==> src/rtl/spi_reg_access_seq.sv <==
// Register request sequencer in front of spi_master_controller.
// Optional timeout on wait states: define SPI_SEQ_TIMEOUT_EN.
module spi_reg_access_seq #(
  parameter logic [3:0]  WR_OP       = 4'hB,
  parameter logic [3:0]  RD_OP       = 4'hA,
  parameter logic [3:0]  DEV_NIB     = 4'hB,
  parameter int unsigned TIMEOUT_CYC = 1024
) (
  input  logic        clk_i,
  input  logic        rst_n_i,
  input  logic        req_vld_i,
  output logic        req_rdy_o,
  input  logic        req_wr_i,
  input  logic [7:0]  req_addr_i,
  input  logic [15:0] req_wdata_i,
  output logic        rsp_vld_o,
  output logic [15:0] rsp_rdata_o,
  output logic        rsp_err_o,
  output logic [31:0] stream_data_tx_o,
  output logic        stream_data_tx_vld_o,
  input  logic        stream_data_tx_rdy_i,
  input  logic [31:0] stream_data_rx_i,
  input  logic        stream_data_rx_vld_i,
  output logic        stream_data_rx_rdy_o,
  input  logic        eot_i,
  output logic        busy_o
);

  typedef enum logic [2:0] {
    IDLE,
    SEND,
    WAIT_EOT,
    WAIT_RX,
    RESP
  } state_e;

  state_e      state_q, state_d;
  logic [31:0] cmd_q, cmd_d;
  logic        wr_q, wr_d;
  logic [15:0] rdata_q, rdata_d;
  logic        req_rdy_q, tx_vld_q, rx_rdy_q;
  logic        rsp_vld_q, busy_q;
  logic        to_hit;

  logic unused_rx_hi;
  assign unused_rx_hi = ^stream_data_rx_i[31:16];

`ifdef SPI_SEQ_TIMEOUT_EN
  localparam int unsigned CW =
    (TIMEOUT_CYC > 1) ? $clog2(TIMEOUT_CYC) : 1;
  localparam logic [CW-1:0] CNT_MAX = CW'(TIMEOUT_CYC - 1);

  logic [CW-1:0] cnt_q, cnt_d;
  logic          err_q, err_d;

  assign to_hit = (cnt_q == CNT_MAX);

  always_ff @(posedge clk_i or negedge rst_n_i) begin
    if (!rst_n_i) begin
      cnt_q <= '0;
      err_q <= 1'b0;
    end else begin
      cnt_q <= cnt_d;
      err_q <= err_d;
    end
  end

  always_comb begin
    cnt_d = cnt_q;
    err_d = err_q;
    unique case (state_q)
      SEND: if (stream_data_tx_rdy_i) cnt_d = '0;
      WAIT_EOT: begin
        cnt_d = cnt_q + 1'b1;
        if (eot_i)       err_d = 1'b0;
        else if (to_hit) err_d = 1'b1;
      end
      WAIT_RX: begin
        cnt_d = cnt_q + 1'b1;
        if (stream_data_rx_vld_i) err_d = 1'b0;
        else if (to_hit)          err_d = 1'b1;
      end
      default: ;
    endcase
  end

  assign rsp_err_o = err_q;
`else
  assign to_hit    = 1'b0;
  assign rsp_err_o = 1'b0;
`endif

  always_ff @(posedge clk_i or negedge rst_n_i) begin
    if (!rst_n_i) begin
      state_q   <= IDLE;
      cmd_q     <= '0;
      wr_q      <= 1'b0;
      rdata_q   <= '0;
      req_rdy_q <= 1'b0;
      tx_vld_q  <= 1'b0;
      rx_rdy_q  <= 1'b0;
      rsp_vld_q <= 1'b0;
      busy_q    <= 1'b0;
    end else begin
      state_q   <= state_d;
      cmd_q     <= cmd_d;
      wr_q      <= wr_d;
      rdata_q   <= rdata_d;
      req_rdy_q <= (state_d == IDLE);
      tx_vld_q  <= (state_d == SEND);
      rx_rdy_q  <= (state_d == WAIT_RX);
      rsp_vld_q <= (state_d == RESP);
      busy_q    <= (state_d != IDLE);
    end
  end

  always_comb begin
    state_d = state_q;
    cmd_d   = cmd_q;
    wr_d    = wr_q;
    rdata_d = rdata_q;
    unique case (state_q)
      IDLE: begin
        if (req_vld_i) begin
          cmd_d = {req_wr_i ? WR_OP : RD_OP,
                   DEV_NIB,
                   req_addr_i,
                   req_wr_i ? req_wdata_i : 16'h0000};
          wr_d    = req_wr_i;
          state_d = SEND;
        end
      end
      SEND: begin
        if (stream_data_tx_rdy_i) begin
          cmd_d   = '0;
          state_d = wr_q ? WAIT_EOT : WAIT_RX;
        end
      end
      WAIT_EOT: begin
        if (eot_i || to_hit) begin
          rdata_d = '0;
          state_d = RESP;
        end
      end
      WAIT_RX: begin
        if (stream_data_rx_vld_i) begin
          rdata_d = stream_data_rx_i[15:0];
          state_d = RESP;
        end else if (to_hit) begin
          rdata_d = '0;
          state_d = RESP;
        end
      end
      RESP:    state_d = IDLE;
      default: state_d = IDLE;
    endcase
  end

  assign req_rdy_o            = req_rdy_q;
  assign rsp_vld_o            = rsp_vld_q;
  assign rsp_rdata_o          = rdata_q;
  assign stream_data_tx_o     = cmd_q;
  assign stream_data_tx_vld_o = tx_vld_q;
  assign stream_data_rx_rdy_o = rx_rdy_q;
  assign busy_o               = busy_q;

endmodule

==> config.mk <==
export PLATFORM = sky130hd
export DESIGN_NAME = spi_reg_access_seq
export DESIGN_NICKNAME = d
export VERILOG_FILES = /design/src/rtl/spi_reg_access_seq.sv
export SDC_FILE = /design/constraint.sdc
export NUM_CORES = 1
export LEC_CHECK = 0
export ABC_AREA = 0
export CAP_MARGIN = 20
export CORE_AREA = 2 2 75 77
export CTS_CLUSTER_DIAMETER = 80
export DETAILED_ROUTE_END_ITERATION = 10
export DIE_AREA = 0 0 77 79
export PLACE_DENSITY = 0.83
export SLEW_MARGIN = 20
export SYNTH_ARGS = -nofsm -noshare
export SYNTH_HDL_FRONTEND = slang
export SYNTH_SLANG_ARGS = --single-unit
==> constraint.sdc <==
create_clock -name clk_i -period 3.2 [get_ports clk_i]
set_input_delay 0.8 -clock clk_i [delete_from_list [all_inputs] [get_ports clk_i]]
set_output_delay 0.8 -clock clk_i [all_outputs]
set_load 0.03 [all_outputs]
==> results of run 1 <==
worst min-delay path by stage:
stage / cells past startpoint / to / start / slack, ps
5_1_grt: 1 / stream_data_tx_o[28]$_DFFE_PN0P_ / stream_data_tx_o[28]$_DFFE_PN0P_ / 520
4_1_cts: 1 / stream_data_tx_o[28]$_DFFE_PN0P_ / stream_data_tx_o[28]$_DFFE_PN0P_ / 500
3_3_place_gp: 1 / stream_data_tx_o[28]$_DFFE_PN0P_ / stream_data_tx_o[28]$_DFFE_PN0P_ / 460
3_5_place_dp: 1 / stream_data_tx_o[28]$_DFFE_PN0P_ / stream_data_tx_o[28]$_DFFE_PN0P_ / 480
6_report: 1 / stream_data_tx_o[28]$_DFFE_PN0P_ / stream_data_tx_o[28]$_DFFE_PN0P_ / 490
2_1_floorplan: 1 / wr_q$_DFFE_PN0P_ / wr_q$_DFFE_PN0P_ / 470
stage by stage:
| step | util, % | cell area, um2 | worst slack, ps | hold WS [ps] | std cells |
|---|---|---|---|---|---|
| 2_1_floorplan | - | 2090 | 1370 | 473 | 179 |
| 3_3_place_gp | 57.4 | 3060 | 543 | 459 | 333 |
| 3_5_place_dp | 57.4 | 3060 | 489 | 478 | 333 |
| 4_1_cts | 59.3 | 3160 | 792 | 497 | 341 |
| 5_1_grt | 59.3 | 3160 | 726 | 524 | 341 |
| 6_report | 59.3 | 3160 | 804 | 492 | 341 |
layout make-up:
cell class,instances,share of cell area [%]
Clock buffer,8,3.16
Inverter,20,2.37
Multi-Input combinational cell,87,19.3
Sequential cell,51,40.3
Tap cell,72,2.85
Timing Repair Buffer,103,31.9
power groups by stage:
stage / Clock [W] / Sequential [W] / Combinational (W)
2_1_floorplan: 0 / 0.00166 / 0.000631
6_report: 0.000392 / 0.00112 / 0.00190
3_3_place_gp: 0 / 0.00112 / 0.00188
4_1_cts: 0.000406 / 0.00112 / 0.00193
5_1_grt: 0.000429 / 0.00116 / 0.00201
3_5_place_dp: 0 / 0.00113 / 0.00192
routing by layer:
layer / share of wire [%] / GRT usage (%)
met1: 44 / 23.2
met3: 6.8 / 3.98
met4: 0.58 / 6.43
met2: 48 / 28.1
met5: 0 / 0
placed cells by master, fill, tap and decap left out, types with 2 or more instances in the layout:
cell | synthesis | routed
a22o_1 | 23 | 23
buf_4 | 8 | 6
clkbuf_8 | 0 | 7
clkdlybuf4s50_1 | 0 | 96
conb_1 | 1 | 3
dfrtp_1 | 51 | 51
inv_1 | 20 | 20
mux2_2 | 2 | 2
mux2i_1 | 3 | 3
nand2_1 | 2 | 2
nand4_1 | 16 | 16
nor2_1 | 2 | 2
nor2b_1 | 2 | 2
o21ai_0 | 9 | 9
o21ai_1 | 9 | 9
kinds of logic after synthesis:
| family | synth area share [%] |
|---|---|
| AND/OR/NAND/NOR | 9.41 |
| other | 0.180 |
| AO/OA/AOI/OAI | 16.5 |
| multiplexers | 2.52 |
| flip-flops | 61.2 |
| buffers and inverters | 10.2 |
worst max-delay path, delay by kind of cell:
family,cells,cell delay (ps)
simple gates,2,820
buf+inv,2,760
compound gates,1,240
==> flow_metrics.tcl, run 1 <==
set metrics [dict create \
    status "completed" \
    rrSetupSlack_ps 1110 \
    clkTransAtPathRegs_ps 80 \
    postSynthCellCount 177 \
    slowest_delay_ps 570 \
    yosysUniqueCellTypes 32 \
    rsz0062_at_grt "false" \
    dr.pass1.iters 4 \
    grt_pass1_vias 1641 \
    die_area_um2 6080 \
    initial_core_util_pct 39.1 \
    port_buffers 97 \
    cts_buffer_depth 2 \
    hold_viol 0 \
    viasPerCell 4.95 \
    crit_path_end "stream_data_tx_o[7]$_DFFE_PN0P_" \
    required_ps 3430 \
    synth-edff-count 0 \
    switchingPower_w 0.00146 \
    numCtsBuffers 5 \
    fp.dieW_um 77 \
    slew_viol_final 0 \
    powerDensity_nw_per_um2 1080 \
    num_rows 27 \
    path_cells "clkdlybuf4s50_1, nor4b_2, buf_4, and2_1, a22o_1" \
    synth_common_cells "51 x dfrtp_1, 23 x a22o_1, 20 x inv_1, 16 x nand4_1" \
    cts.sink_count 51 \
    grt_pass1_wl_mm 8.28 \
    seq_area_frac_synth_pct 61.2 \
    postCtsSetupBuffers 0 \
    die_y_um 79 \
    ctsResizeCount 0 \
    grt_max_degree 52 \
    crit_fanout 16 \
    drtAntennaViolNets 0 \
    synth_top_area_share_pct 61.2 \
    postRouteWirelength_mm 5.17 \
    p_sw_share_pct 42.8 \
    relSlewSlack_pct 56.3 \
    multiInputGateArea_um2 612 \
    cts_htree_levels 2 \
    clkLatencyLatePin_ps 290 \
    yosysTopAreaCell "dfrtp_1" \
    syn_to_final_growth_pct 51.6 \
    ys_seq_elements 51 \
    internal-power_w 0.00196 \
    drc 0 \
    tns_ps 0 \
    start_kind "input port" \
    wl_per_cell_um 15.1 \
    place.gp.congestion 0.703 \
    drive_above_1_share_pct 7.43 \
    crit_type "input port to flop" \
    max_slew.worst_pin.slew_ps 655 \
    pwr-share-comb_pct 55.7 \
    cp-end-kind "flop" \
    synth_area_leaders "dfrtp_1 61%, a22o_1 9.7%, nand4_1 4.8%" \
    regArea_um2 1280 \
    crit_arrival_ps 2620 \
    crit_slowest_cell "and2_1" \
    antenna_found_initial 0 \
    vias 1688 \
    total_power_w 0.00342 \
    p_leak_nw 1.38 \
    finalCriticalPeriod_ps 2400 \
    async_flop_share_pct 100 \
    postCtsHoldBufs 0 \
    synth_area_um2 2090 \
    maxCapViolCount 0 \
    largest_register_ffs 26 \
    cts_tree "built" \
    grt_usage_pct 17.4 \
    fillers 486 \
    pwr-share-clk_pct 11.5 \
    core_um2 5340 \
    cts-root-buf "clkbuf_8" \
    fin_crit_sh_pct 74.9 \
    rr_endpoint "stream_data_tx_o[7]$_DFFE_PN0P_" \
    vdd_drop_max_uv 417 \
    ys.flop_type "dfrtp_1" \
    overflow 0 \
    ios 117 \
    r2r_cells 5 \
    ys_warn_count 0 \
    yosysMostFrequentCell "dfrtp_1" \
    post-dp-hpwl_mm 3.71 \
    fmax_mhz 417 \
    setup_viol 0 \
    hp-class "flop to flop" \
    crit_start "req_vld_i" \
    nets 331 \
    syn_avg_cell_area_um2 11.8 \
    diodes 0 \
    r2r-start "state_q[0]$_DFF_PN0_" \
    first_iter_violations 67 \
    power_frac_seq_pct 32.8 \
    fin_worst_skew_ps 8.10 \
]
Power figures use the tool's default switching activity.
==> run 2: changes to the inputs <==
- CORE_AREA: 2 2 75 77 -> 2 2 78 80
- DIE_AREA: 0 0 77 79 -> 0 0 80 82
- PLACE_DENSITY: 0.83 -> 0.77
- clock period: 3.2 -> 2.5 ns (I/O delays scaled with it)
==> run 2 against run 1 <==
Effect of this change:
- via count increased by 1.7%
- clock-buffer cell count shrank 2
- first-iteration DRC count rose by 6.0%
- core utilization down 4.4 points
- register-to-register slack worse by 400 ps
- hold slack lost 120 ps
- power grew 26%
- worst setup slack lost 390 ps
- critical path depth decreased by 1
- die area is 7.8% higher
- cell count up 0.88%
- clock power rose by 9.7%
- critical endpoint is now stream_data_tx_o[0]$_DFFE_PN0P_
- largest cell class unchanged
- highest routed layer unchanged
==> flow_metrics.tcl, run 2 (same netlist as run 1, synthesis figures left out) <==
set metrics [dict create \
    drc 0 \
    total_power_w 0.00430 \
    cts_htree_levels 2 \
    dr.pass1.iters 4 \
    grt_max_degree 32 \
    final_common_cell "clkdlybuf4s50_1" \
    drtAntennaViolNets 0 \
    cp-end-kind "flop" \
    place.gp.congestion 0.691 \
    wl_per_cell_um 14.8 \
    setup_viol 0 \
    ctsResizeCount 0 \
    fmax_mhz 480 \
    viasPerCell 4.99 \
    grt_pass1_wl_mm 8.07 \
    vdd_drop_max_uv 554 \
    p_leak_nw 1.38 \
    max_slew.worst_pin.slew_ps 847 \
    first_iter_violations 71 \
    crit_fanout 24 \
    crit_arrival_ps 2320 \
    numCtsBuffers 5 \
    overflow 0 \
    postCtsSetupBuffers 0 \
    relSlewSlack_pct 43.5 \
    largest_register_ffs 26 \
    finalCriticalPeriod_ps 2080 \
    nets 333 \
    postRouteWirelength_mm 5.08 \
    antenna_found_initial 0 \
    cts-root-buf "clkbuf_8" \
    timing.hold.ws_ps 374 \
    grt_pass1_vias 1760 \
    post-dp-hpwl_mm 3.69 \
    fin_worst_skew_ps 5.37 \
    crit_type "input port to flop" \
    grt_usage_pct 15.9 \
    syn_to_final_growth_pct 51.2 \
    drive_above_1_share_pct 7.43 \
    ios 117 \
    required_ps 2730 \
    postCtsHoldBufs 0 \
    diodes 0 \
    hold_viol 0 \
    clkTransAtPathRegs_ps 80 \
    clkLatencyLatePin_ps 300 \
    rsz0062_at_grt "false" \
    fin_crit_sh_pct 83.3 \
    cts_buffer_depth 2 \
    status "completed" \
    cts_tree "built" \
    fp.dieW_um 80 \
    hp-class "input port to async pin" \
    initial_core_util_pct 36.3 \
    start_kind "input port" \
    die_area_um2 6560 \
    final_cell_mix "96 x clkdlybuf4s50_1, 51 x dfrtp_1, 23 x a22o_1" \
    port_buffers 97 \
    num_rows 28 \
    powerDensity_nw_per_um2 1360 \
    core_um2 5750 \
    placed_cells 338 \
    vias 1717 \
    rrSetupSlack_ps 710 \
    cts.sink_count 51 \
    instances_no_fill 344 \
    fillers 541 \
    tns_ps 0 \
    slew_viol_final 0 \
    maxCapViolCount 0 \
    die_y_um 82 \
]
[run 2: changes by cell type in the layout (fill, tap and decap cells not counted), sizes merged]
| cell | before | now |
|---|---|---|
| buf | 7 | 9 |
| clkbuf | 8 | 6 |
[run 2: per-layer routing]
| layer | share of wire (%) | up-vias | wire (um) | track usage [%] |
|---|---|---|---|---|
| li1 | - | 797 | - | - |
| met1 | 42 | 835 | 2110 | 18.6 |
| met2 | 50 | 80 | 2520 | 27.9 |
| met3 | 7.7 | 5 | 391 | 5.16 |
| met4 | 1.0 | 0 | 52 | 4.41 |
| met5 | 0 | - | 0 | 0 |
[run 2: final timing paths]
| path | depth (start not counted) | from | endpoint |
|---|---|---|---|
| hold reg to reg | 1 | stream_data_tx_o[28]$_DFFE_PN0P_ | stream_data_tx_o[28]$_DFFE_PN0P_ |
| setup / recovery | 4 | req_vld_i | stream_data_tx_o[0]$_DFFE_PN0P_ |
| setup reg to reg | 3 | state_q[1]$_DFF_PN0_ | stream_data_tx_o[0]$_DFFE_PN0P_ |
| min in group clk_i | 1 | stream_data_tx_o[28]$_DFFE_PN0P_ | stream_data_tx_o[28]$_DFFE_PN0P_ |
| hold / removal | 1 | rst_n_i | stream_data_tx_o[9]$_DFFE_PN0P_ |
| max in group asynchronous | 2 | rst_n_i | stream_data_tx_o[0]$_DFFE_PN0P_ |
[run 2: final cells by class]
type	count	area, um2	area share (%)
clock buffer	6	72.6	2.30
tap	75	93.8	2.97
inverter	20	75.1	2.38
timing repair buffer	105	1030	32.5
multi-input combinational	87	612	19.4
sequential	51	1280	40.4
[run 2: stage by stage]
| step | area [um2] | utilization [%] | setup slack [ps] |
|---|---|---|---|
| floorplan | 2090 | - | 846 |
| global placement | 3080 | 53.7 | 172 |
| detailed placement | 3080 | 53.7 | 85.0 |
| CTS | 3160 | 54.9 | 392 |
| global route | 3160 | 54.9 | 268 |
| finish | 3160 | 54.9 | 418 |
[run 2: where the power goes]
group	leakage [nW]	switching (W)	internal (W)
Sequential	0.666	0.000223	0.00121
Combinational	0.675	0.00139	0.00105
Clock	0.0371	0.000243	0.000187
[run 2: worst max-delay path, cell delays in order]
cell and delay, ps:
clkdlybuf4s50_1 470, mux2i_1 240, or2_1 700, a22o_1 270
==> run 3: changes to the inputs <==
- CORE_AREA: 2 2 78 80 -> 2 2 82 84
- DIE_AREA: 0 0 80 82 -> 0 0 84 86
- PLACE_DENSITY: 0.77 -> 0.73
- clock period: 2.5 -> 1.72 ns (I/O delays scaled with it)
==> run 3 against run 2 <==
Effect of this change:
- cell count increased by 2.9%
- sequential cell count is the same
- hold slack got worse by 250 ps
- clock-buffer cell count is the same
- core utilization down 3.7 points
- cell area up 1.8%
- critical path depth stayed put
- first-iteration DRC count decreased by 21%
- global-route usage down 2.4 points
- critical path type is now flop to flop
==> flow_metrics.tcl, run 3 (same netlist as run 1, synthesis figures left out) <==
set metrics [dict create \
    vdd_drop_max_uv 833 \
    largest_register_ffs 26 \
    fin_crit_sh_pct 92.5 \
    cp_top_family "flip-flops" \
    cts.sink_count 51 \
    grt_usage_pct 13.5 \
    crit_type "flop to flop" \
    wl_per_cell_um 13.7 \
    overflow 0 \
    crit_fanout 20 \
    diodes 0 \
    place.gp.congestion 0.743 \
    cts_htree_levels 2 \
    crit_slowest_cell "dfrtp_1" \
    tns_ps 0 \
    core_um2 6280 \
    post-dp-hpwl_mm 3.61 \
    clkLatencyLatePin_ps 290 \
    viasPerCell 4.67 \
    path_buf_inv 1 \
    postRouteWirelength_mm 4.84 \
    power_frac_seq_pct 33.0 \
    fmax_mhz 629 \
    grt_max_degree 27 \
    vias 1653 \
    total_power_w 0.00621 \
    crit_start "state_q[0]$_DFF_PN0_" \
    antenna_found_initial 0 \
    syn_to_final_growth_pct 54.0 \
    internal-power_w 0.00353 \
    rsz0062_at_grt "false" \
    slowest_delay_ps 580 \
    die_area_um2 7220 \
    nets 339 \
    postCtsHoldBufs 0 \
    pwr-share-comb_pct 51.6 \
    maxCapViolCount 0 \
    path_cells "buf_4, nand3b_1, o32a_1, a2111oi_2" \
    cp-end-kind "flop" \
    required_ps 1910 \
    drive_above_1_share_pct 10.5 \
    die_y_um 86 \
    pwr-share-clk_pct 15.3 \
    cts-root-buf "clkbuf_8" \
    fp.dieW_um 84 \
    p_sw_share_pct 43.2 \
    crit_arrival_ps 1780 \
    hold_viol 0 \
    dr.pass1.iters 4 \
    drc 0 \
    initial_core_util_pct 33.2 \
    status "completed" \
    cts_tree "built" \
    fin_worst_skew_ps 6.74 \
    switchingPower_w 0.00268 \
    slew_viol_final 0 \
    finalCriticalPeriod_ps 1590 \
    ios 117 \
    hp-class "input port to async pin" \
    cts_buffer_depth 2 \
    start_kind "flop" \
    p_leak_nw 1.60 \
    num_rows 29 \
    grt_pass1_wl_mm 7.91 \
    grt_pass1_vias 1688 \
    final_area_um2 3210 \
    port_buffers 97 \
    first_iter_violations 56 \
    final_cell_mix "51 x dfrtp_1, 51 x dlygate4sd2_1, 45 x clkdlybuf4s50_1" \
    clkTransAtPathRegs_ps 90 \
    numCtsBuffers 5 \
    powerDensity_nw_per_um2 1930 \
    place_area_um2 3140 \
    drtAntennaViolNets 0 \
    setup_viol 0 \
    r2r-start "state_q[0]$_DFF_PN0_" \
]
-- run 3: changes by cell type in the layout (fill, tap and decap cells not counted) --
cell and delta:
dlygate4sd2_1 +51, clkdlybuf4s50_1 -51, buf_4 +5, and2b_2 +1, bufinv_16 +2, buf_12 +1, and2b_1 -1
-- run 3: worst reg2reg max path: stages (launching register included) --
cell,delay [ps]
dfrtp_1,580
buf_4,310
nand3b_1,100
o32a_1,210
a2111oi_2,290
-- run 3: per-stage QoR --
stage | util (%) | instances | setup slack (ps) | hold slack (ps)
floorplan | - | 179 | 221 | 134
global placement | 50.1 | 346 | -175 | 459
detailed placement | 50.1 | 346 | -216 | 458
CTS | 51.2 | 354 | 105 | 131
global route | 51.2 | 354 | 10.0 | 142
finish | 51.2 | 354 | 130 | 120
-- run 3: area by class of cell --
class,instances,area (um2)
timing repair buffer,111,1020
fill,605,3060
sequential,51,1280
clock buffer,6,72.6
tap,77,96.3
inverter,20,75.1
multi-input combinational,87,613
clock inverter,2,60.1
-- run 3: timing repair --
item,in CTS,in global routing
endpoints found under the setup margin,51,1
setup buffers,0,0
gates resized for setup,51,1
-- run 3: final timing paths --
kind	endpoint	slack, ps	depth (start not counted)
setup / recovery	stream_data_rx_rdy_o$_DFF_PN0_	130	4
hold / removal	stream_data_rx_rdy_o$_DFF_PN0_	120	2
setup reg to reg	stream_data_rx_rdy_o$_DFF_PN0_	130	4
hold reg to reg	stream_data_tx_o[28]$_DFFE_PN0P_	480	1
max in group asynchronous	stream_data_tx_o[20]$_DFFE_PN0P_	1350	2
min in group clk_i	stream_data_tx_o[28]$_DFFE_PN0P_	480	1
-- run 3: metal layers --
layer  wire (um)  vias to the layer above  global-route usage [%]
met1        2080                      769                    17.5
met2        2330                       70                    22.0
met3         396                        4                    4.33
met5           0                        -                       0
li1            -                      810                       -
met4          27                        0                    3.37
-- run 3: power groups by stage --
stage | registers [W] | logic, W | clock network [W]
3_5_place_dp | 0.00209 | 0.00363 | 0
2_1_floorplan | 0.00309 | 0.00117 | 0
5_1_grt | 0.00214 | 0.00342 | 0.00104
3_3_place_gp | 0.00208 | 0.00360 | 0
6_report | 0.00205 | 0.00321 | 0.000950
4_1_cts | 0.00206 | 0.00325 | 0.000985
